$ cat src/rtl/adc_pixel_sequencer_pkg.sv
// rtl/adc_pixel_sequencer_pkg.sv - shared states, defaults and XADC constants for the pixel sequencer
package adc_pixel_sequencer_pkg;

    localparam int NB_DATA_DEF  = 12;
    localparam int NB_ADDR_DEF  = 10;
    localparam int LOG2_AVG_DEF = 2;
    localparam int TIMEOUT_DEF  = 255;

    // DRP channel address of the vaux6 input feeding the speckle photodiode
    localparam logic [6:0] XADC_CH_VAUX6 = 7'h16;

    typedef enum logic [2:0] {
        ST_IDLE,
        ST_SETTLE,
        ST_TRIG,
        ST_WAIT,
        ST_WRITE,
        ST_DONE
    } seq_state_t;

endpackage

$ cat src/rtl/adc_pixel_sequencer_if.sv
// rtl/adc_pixel_sequencer_if.sv - XADC handshake and frame RAM write port of the pixel sequencer
interface adc_pixel_sequencer_if
    import adc_pixel_sequencer_pkg::*;
#(
    parameter int NB_DATA = NB_DATA_DEF,
    parameter int NB_ADDR = NB_ADDR_DEF
);
    logic               o_adc_trigger;
    logic [NB_DATA-1:0] i_adc_val;
    logic               i_adc_done;
    logic               o_ram_we;
    logic [NB_ADDR-1:0] o_ram_addr;
    logic [NB_DATA-1:0] o_ram_data;
    logic [NB_DATA-1:0] last_sample;

    modport master (
        output o_adc_trigger, o_ram_we, o_ram_addr, o_ram_data, last_sample,
        input  i_adc_val, i_adc_done
    );

    modport slave (
        input  o_adc_trigger, o_ram_we, o_ram_addr, o_ram_data, last_sample,
        output i_adc_val, i_adc_done
    );
endinterface

$ cat src/rtl/adc_avg_accum.sv
// rtl/adc_avg_accum.sv - sample accumulator and counter; average is the truncated mean
module adc_avg_accum
    import adc_pixel_sequencer_pkg::*;
#(
    parameter int NB_DATA  = NB_DATA_DEF,
    parameter int LOG2_AVG = LOG2_AVG_DEF
)
(
    input  logic                clk,
    input  logic                rst,
    input  logic                clr,
    input  logic                acc_en,
    input  logic [NB_DATA-1:0]  sample,
    output logic [LOG2_AVG:0]   count,
    output logic [NB_DATA-1:0]  avg,
    output logic [NB_DATA-1:0]  last_sample
);
    localparam int ACC_W = NB_DATA + LOG2_AVG;
    localparam int CNT_W = LOG2_AVG + 1;

    logic [ACC_W-1:0] acc;

    // LOG2_AVG guard bits make overflow impossible for 2^LOG2_AVG samples
    always_ff @(posedge clk) begin
        if (rst || clr) begin
            acc   <= '0;
            count <= '0;
        end else if (acc_en) begin
            acc   <= acc + ACC_W'(sample);
            count <= count + CNT_W'(1);
        end
    end

    always_ff @(posedge clk) begin
        if (rst) begin
            last_sample <= '0;
        end else if (acc_en) begin
            last_sample <= sample;
        end
    end

    assign avg = acc[ACC_W-1:LOG2_AVG];

endmodule

$ cat src/rtl/adc_pixel_sequencer.sv
// rtl/adc_pixel_sequencer.sv - settle, oversample via XADC, threshold and store one pixel
module adc_pixel_sequencer
    import adc_pixel_sequencer_pkg::*;
#(
    parameter int NB_DATA  = NB_DATA_DEF,
    parameter int NB_ADDR  = NB_ADDR_DEF,
    parameter int LOG2_AVG = LOG2_AVG_DEF,
    parameter int TIMEOUT  = TIMEOUT_DEF
)
(
    input  logic                clk,
    input  logic                rst,
    input  logic                i_req,
    input  logic [NB_ADDR-1:0]  i_addr,
    input  logic [15:0]         i_settle,
    input  logic [NB_DATA-1:0]  i_umbral,
    output logic                o_busy,
    output logic                o_pixel_bit,
    output logic                o_done,
    output logic                o_timeout,
    adc_pixel_sequencer_if.master bus
);
    localparam int                CNT_W    = LOG2_AVG + 1;
    localparam logic [CNT_W-1:0]  LAST_CNT = CNT_W'((1 << LOG2_AVG) - 1);
    localparam int                TMO_W    = $clog2(TIMEOUT + 1);
    localparam logic [TMO_W-1:0]  TMO_MAX  = TMO_W'(TIMEOUT);

    seq_state_t         state;
    seq_state_t         next_state;
    logic [15:0]        settle_cnt;
    logic [TMO_W-1:0]   tmo_cnt;
    logic [NB_DATA-1:0] umbral_q;
    logic [CNT_W-1:0]   count;
    logic [NB_DATA-1:0] avg;
    logic               capture;
    logic               acc_en;
    logic               timeout_hit;

    adc_avg_accum #(
        .NB_DATA  (NB_DATA),
        .LOG2_AVG (LOG2_AVG)
    ) u_accum (
        .clk         (clk),
        .rst         (rst),
        .clr         (capture),
        .acc_en      (acc_en),
        .sample      (bus.i_adc_val),
        .count       (count),
        .avg         (avg),
        .last_sample (bus.last_sample)
    );

    always_ff @(posedge clk) begin
        if (rst) begin
            state <= ST_IDLE;
        end else begin
            state <= next_state;
        end
    end

    // Timeout wins over a late done: TIMEOUT whole WAIT cycles is the hard limit
    always_comb begin
        next_state  = state;
        capture     = 1'b0;
        acc_en      = 1'b0;
        timeout_hit = 1'b0;
        unique case (state)
            ST_IDLE: begin
                if (i_req) begin
                    capture    = 1'b1;
                    next_state = (i_settle == 16'd0) ? ST_TRIG : ST_SETTLE;
                end
            end
            ST_SETTLE: begin
                if (settle_cnt == 16'd1) begin
                    next_state = ST_TRIG;
                end
            end
            ST_TRIG:  next_state = ST_WAIT;
            ST_WAIT: begin
                if (tmo_cnt == TMO_MAX) begin
                    timeout_hit = 1'b1;
                    next_state  = ST_DONE;
                end else if (bus.i_adc_done) begin
                    acc_en     = 1'b1;
                    next_state = (count == LAST_CNT) ? ST_WRITE : ST_TRIG;
                end
            end
            ST_WRITE: next_state = ST_DONE;
            ST_DONE:  next_state = ST_IDLE;
            default:  next_state = ST_IDLE;
        endcase
    end

    always_ff @(posedge clk) begin
        if (rst) begin
            settle_cnt        <= '0;
            tmo_cnt           <= '0;
            umbral_q          <= '0;
            bus.o_ram_addr    <= '0;
            bus.o_adc_trigger <= 1'b0;
            bus.o_ram_we      <= 1'b0;
            o_busy            <= 1'b0;
            o_done            <= 1'b0;
            o_timeout         <= 1'b0;
            o_pixel_bit       <= 1'b0;
        end else begin
            if (capture) begin
                settle_cnt     <= i_settle;
                umbral_q       <= i_umbral;
                bus.o_ram_addr <= i_addr;
            end else if (state == ST_SETTLE) begin
                settle_cnt <= settle_cnt - 16'd1;
            end
            if (state == ST_TRIG) begin
                tmo_cnt <= '0;
            end else if (state == ST_WAIT && !timeout_hit) begin
                tmo_cnt <= tmo_cnt + TMO_W'(1);
            end
            if (state == ST_WRITE) begin
                o_pixel_bit <= (avg >= umbral_q);
            end
            bus.o_adc_trigger <= (next_state == ST_TRIG);
            bus.o_ram_we      <= (next_state == ST_WRITE);
            o_busy            <= (next_state != ST_IDLE);
            o_done            <= (next_state == ST_DONE);
            o_timeout         <= timeout_hit;
        end
    end

    // The accumulator is already final when WRITE is entered
    assign bus.o_ram_data = avg;

endmodule

$ cat src/flat_wrapper.sv
// flat-port wrapper written by rule: the top's interface ports become plain ports
module adc_pixel_sequencer_flat import adc_pixel_sequencer_pkg::*;
#(
    parameter int NB_DATA  = NB_DATA_DEF,
    parameter int NB_ADDR  = NB_ADDR_DEF,
    parameter int LOG2_AVG = LOG2_AVG_DEF,
    parameter int TIMEOUT  = TIMEOUT_DEF
)
  (clk, rst, i_req, i_addr, i_settle, i_umbral, o_busy, o_pixel_bit, o_done, o_timeout, bus_o_adc_trigger, bus_o_ram_we, bus_o_ram_addr, bus_o_ram_data, bus_last_sample, bus_i_adc_val, bus_i_adc_done);
  adc_pixel_sequencer_if #(.NB_DATA(NB_DATA), .NB_ADDR(NB_ADDR)) bus_i ();
  input  logic clk;
  input  logic rst;
  input  logic i_req;
  input  logic [NB_ADDR-1:0] i_addr;
  input  logic [15:0] i_settle;
  input  logic [NB_DATA-1:0] i_umbral;
  output logic o_busy;
  output logic o_pixel_bit;
  output logic o_done;
  output logic o_timeout;
  output wire logic [$bits(bus_i.o_adc_trigger)-1:0] bus_o_adc_trigger;
  output wire logic [$bits(bus_i.o_ram_we)-1:0] bus_o_ram_we;
  output wire logic [$bits(bus_i.o_ram_addr)-1:0] bus_o_ram_addr;
  output wire logic [$bits(bus_i.o_ram_data)-1:0] bus_o_ram_data;
  output wire logic [$bits(bus_i.last_sample)-1:0] bus_last_sample;
  input wire logic [$bits(bus_i.i_adc_val)-1:0] bus_i_adc_val;
  input wire logic [$bits(bus_i.i_adc_done)-1:0] bus_i_adc_done;
  assign bus_o_adc_trigger = bus_i.o_adc_trigger;
  assign bus_o_ram_we = bus_i.o_ram_we;
  assign bus_o_ram_addr = bus_i.o_ram_addr;
  assign bus_o_ram_data = bus_i.o_ram_data;
  assign bus_last_sample = bus_i.last_sample;
  assign bus_i.i_adc_val = bus_i_adc_val;
  assign bus_i.i_adc_done = bus_i_adc_done;
  adc_pixel_sequencer #(.NB_DATA(NB_DATA), .NB_ADDR(NB_ADDR), .LOG2_AVG(LOG2_AVG), .TIMEOUT(TIMEOUT)) u_core (.clk(clk), .rst(rst), .i_req(i_req), .i_addr(i_addr), .i_settle(i_settle), .i_umbral(i_umbral), .o_busy(o_busy), .o_pixel_bit(o_pixel_bit), .o_done(o_done), .o_timeout(o_timeout), .bus(bus_i));
endmodule
$ cat config.mk
export PLATFORM = sky130hd
export DESIGN_NAME = adc_pixel_sequencer_flat
export DESIGN_NICKNAME = d
export VERILOG_FILES = /design/src/rtl/adc_pixel_sequencer_pkg.sv /design/src/rtl/adc_pixel_sequencer_if.sv /design/src/rtl/adc_avg_accum.sv /design/src/rtl/adc_pixel_sequencer.sv /design/src/flat_wrapper.sv
export SDC_FILE = /design/constraint.sdc
export NUM_CORES = 1
export LEC_CHECK = 0
export CAP_MARGIN = 20
export CORE_ASPECT_RATIO = 0.8
export CORE_MARGIN = 8
export CORE_UTILIZATION = 30
export CTS_BUF_LIST = sky130_fd_sc_hd__clkbuf_4 sky130_fd_sc_hd__clkbuf_8
export DETAILED_ROUTE_END_ITERATION = 16
export DONT_BUFFER_PORTS = 1
export PLACE_DENSITY = 0.45
export SYNTH_ARGS = -nofsm -noshare
export SYNTH_HDL_FRONTEND = slang
export SYNTH_HIERARCHICAL = 1
export SYNTH_SLANG_ARGS = --single-unit
$ cat constraint.sdc
create_clock -name clk -period 2.7 [get_ports clk]
set_clock_uncertainty 0.1 [all_clocks]
set_input_delay 0.675 -clock clk [delete_from_list [all_inputs] [get_ports clk]]
set_output_delay 0.675 -clock clk [all_outputs]
set_load 0.01 [all_outputs]
==> metrics.cfg <==
[power]
combPwrFrac = 0.119
power.sequential.fraction = 0.526
p_total_mw = 2.56
switching_share = 0.275
power_report.internal_total_mw = 1.85
net_switching_power_mw = 0.703
ir_worst_vdd_mv = 0.207
clock_power_share = 0.355
power.leakage_nw = 1.78
cellPowerDensity_nw_per_um2 = 528

[cells_and_area]
nFillCells = 1588
instances_no_fill = 708
flow.area_growth_from_synthesis_pct = 5.94
seq_area_um2 = 1680
final_util = 0.324
n_antenna_cell = 0
finalNetCount = 597
multi_input_comb_area_um2 = 2540
post_route_cells_drive_above_1_share = 0.108

[drt]
route.detailed.wl_per_inst_um = 16.6
overall_routed_net_length_um = 11800
number_of_routed_nets_with_antenna_violations = 0
post_drt_via_cell_ratio = 5.06
drt_first_pass_iters = 4
drt-initial-drc-count = 207
detailroute.via_count = 3584
final_routed_drc_violation_total = 0

[worst_setup_path]
crit_path_end_kind = flop
crit_family = compound AO/OA/AOI/OAI gates
timing.critical_path.cells = inv_1 -> ha_1 -> nand2b_1 -> a21o_1 -> a211o_1 -> a2111oi_0 -> nor4_1
critPathMaxFanout = 4
crit_type = reg -> reg
arrival_ns = 2.31
worst_ep_required_time_ns = 2.84
cp.buffers_inverters = 1
cell_with_the_largest_stage_delay_on_the_worst_path = sky130_fd_sc_hd__dfxtp_1
setup.worst_path.start_class = flop
crit_path_max_incr_delay_ns = 0.45

[clocking]
tritoncts_num_sinks = 84
ctsRootBufferMaster = sky130_fd_sc_hd__clkbuf_8
ctsResizeCount = 0
cts.htree.levels = 3
tritoncts.num_buffers = 9
cts_tree = done
cts.hold.buffers_added = 0
max-clock-path-buffers = 2
cts_setup_buffers = 0
insertion_delay_ns = 0.36
clk_pin_slew_ns = 0.09

[logic_synthesis]
syn_inst = 528
synth.net_count = 611
synth_warnings = 6
synth-seq-area-share = 0.368
register_bit_total_from_synthesis = 84
syn-cell-area_um2 = 4570
synth_largest_area_cell = sky130_fd_sc_hd__dfxtp_1
syn-mean-instance-area_um2 = 8.66
synth_top_area_share = 0.368
ys_top_cells_by_area = sky130_fd_sc_hd__dfxtp_1, sky130_fd_sc_hd__ha_1, sky130_fd_sc_hd__nand2_1, sky130_fd_sc_hd__a21oi_1, sky130_fd_sc_hd__mux2i_1
synth.most_common_cell = sky130_fd_sc_hd__dfxtp_1
number_of_synthesized_flops_with_an_enable_pin = 0
synthTopCellsByCount = sky130_fd_sc_hd__dfxtp_1, sky130_fd_sc_hd__nand2_1, sky130_fd_sc_hd__nor2_1
netlist-cell-type-count = 70
async_set_or_reset_register_ratio_after_synthesis = 0
synth_ff_type = sky130_fd_sc_hd__dfxtp_1

[global_routing]
globalRouteTotalUtil = 0.121
grt_antenna_before_repair = 0
grt_start_max_net_pins = 61
grt_remaining_overflow = 0
grt_pass1_vias = 3466
wire_length_of_the_first_global_routing_pass_um = 18900

[place]
place_congestion = 0.775
placement.io_buffers = 0
place_ws_ns = 0.224
place_hpwl_um = 8760
dp_cells = 692

[sta]
setup_tns_ns = 0
max_clock_freq_mhz = 461
max_slew.worst_pin.slew_ns = 0.604
timing.final.crit_period_ns = 2.17
timing.final.hold_violations = 0
postLayoutSetupSlackWorst_ns = 0.530
maxSlewViolCount = 0
finalSetupViolations = 0
layout_worst_path_cycle_share = 0.804
grt_setup_unrepaired = no
slew_headroom = 0.596

[die]
die-width_um = 154
initial_core_util = 0.305
floorplan.die.height_um = 126
rows = 40
floorplan.io_pins = 94
fp.coreArea_um2 = 15000
die_area_um2 = 19500

[status]
outcome = finished clean

[worst_hold_path]
worstHoldPathType = in -> reg

[flow_run]
timing.max_cap.violations = 0

[worst reg2reg max path: stages, from the launching register on]
cell and delay [ns]:
sky130_fd_sc_hd__dfxtp_1 0.45, sky130_fd_sc_hd__inv_1 0.08, sky130_fd_sc_hd__ha_1 0.28, sky130_fd_sc_hd__nand2b_1 0.14
sky130_fd_sc_hd__a21o_1 0.17, sky130_fd_sc_hd__a211o_1 0.32, sky130_fd_sc_hd__a2111oi_0 0.42, sky130_fd_sc_hd__nor4_1 0.09
[layout make-up]
type | count | area share
clock buffers | 11 | 0.0287
clock inverters | 5 | 0.0109
inverters | 27 | 0.0209
multi-input cells | 381 | 0.524
flip-flops and latches | 84 | 0.347
well taps | 189 | 0.0488
repair buffers | 11 | 0.0196
[logic make-up after synthesis]
logic type               Yosys count  share of synthesized area
AO/OA/AOI/OAI                    114                      0.166
XOR/XNOR                          16                     0.0307
adder cells (fa/ha/maj)           29                     0.0810
buffers and inverters             63                     0.0775
flip-flops                        84                      0.368
multiplexers                      21                     0.0463
AND/OR/NAND/NOR                  201                      0.231
[metal layers]
layer  up-vias  track usage  wire length (µm)
met1      1686        0.154              5680
met5         -            0                 0
met3         7       0.0482               772
met4         0       0.0328               133
met2        70        0.187              5170
li1       1821            -                 -
[path summary, 6_finish.rpt]
check / start / end / slack, ns / cells past startpoint
worst min-delay path: rst / u_core/u_accum/last_sample[1] / 0.29 / 1
worst min register to register: u_core/umbral_q[4] / u_core/umbral_q[4] / 0.35 / 2
worst max-delay path: u_core/u_accum/acc[2] / u_core/o_pixel_bit / 0.53 / 7
worst max register to register: u_core/u_accum/acc[2] / u_core/o_pixel_bit / 0.53 / 7
[placed cells by master, fill, tap and decap left out, drive strengths merged, types with 3 or more instances in the layout]
| cell type | instances |
|---|---|
| nand3b | 5 |
| xnor2 | 9 |
| o21ai | 16 |
| inv | 27 |
| nand4 | 8 |
| and3 | 7 |
| or3 | 6 |
| nand3 | 16 |
| or2 | 3 |
| nand2b | 5 |
| nor4 | 10 |
| o311ai | 3 |
| nor3b | 6 |
| a31oi | 9 |
| nor3 | 4 |
| a21oi | 52 |
| xor2 | 7 |
| nor2 | 53 |
| clkbuf | 11 |
| clkinv | 3 |
| a21o | 5 |
| dfxtp | 84 |
| a22oi | 3 |
| buf | 11 |
| o211ai | 6 |
| ha | 28 |
| nor2b | 5 |
| nand2 | 66 |
| mux2i | 20 |
[through the flow]
| stage | cell area, µm² | hold slack [ns] |
|---|---|---|
| floorplan | 4570 | 0.334 |
| global placement | 4650 | 0.341 |
| detailed placement | 4650 | 0.343 |
| CTS | 4840 | 0.246 |
| global route | 4840 | 0.238 |
| finish | 4840 | 0.287 |
[power groups by stage]
| stage | logic [mW] | clock network (mW) | registers [mW] |
|---|---|---|---|
| floorplan | 0.267 | 0 | 1.36 |
| global placement | 0.299 | 0 | 1.37 |
| detailed placement | 0.306 | 0 | 1.38 |
| CTS | 0.308 | 0.964 | 1.35 |
| global route | 0.342 | 1.01 | 1.35 |
| finish | 0.304 | 0.908 | 1.34 |
[flip-flops by register name, summed over array words and instances (netlist names), 3 cells and up]
| signal | flops |
|---|---|
| u_core/state | 3 |
| u_core/settle_cnt | 16 |
| u_core/u_accum/count | 3 |
| u_core/u_accum/acc | 14 |
| u_core/bus.o_ram_addr | 10 |
| u_core/umbral_q | 12 |
| u_core/tmo_cnt | 8 |
| u_core/u_accum/last_sample | 12 |
Note: power is estimated with default switching activity, not from simulation.
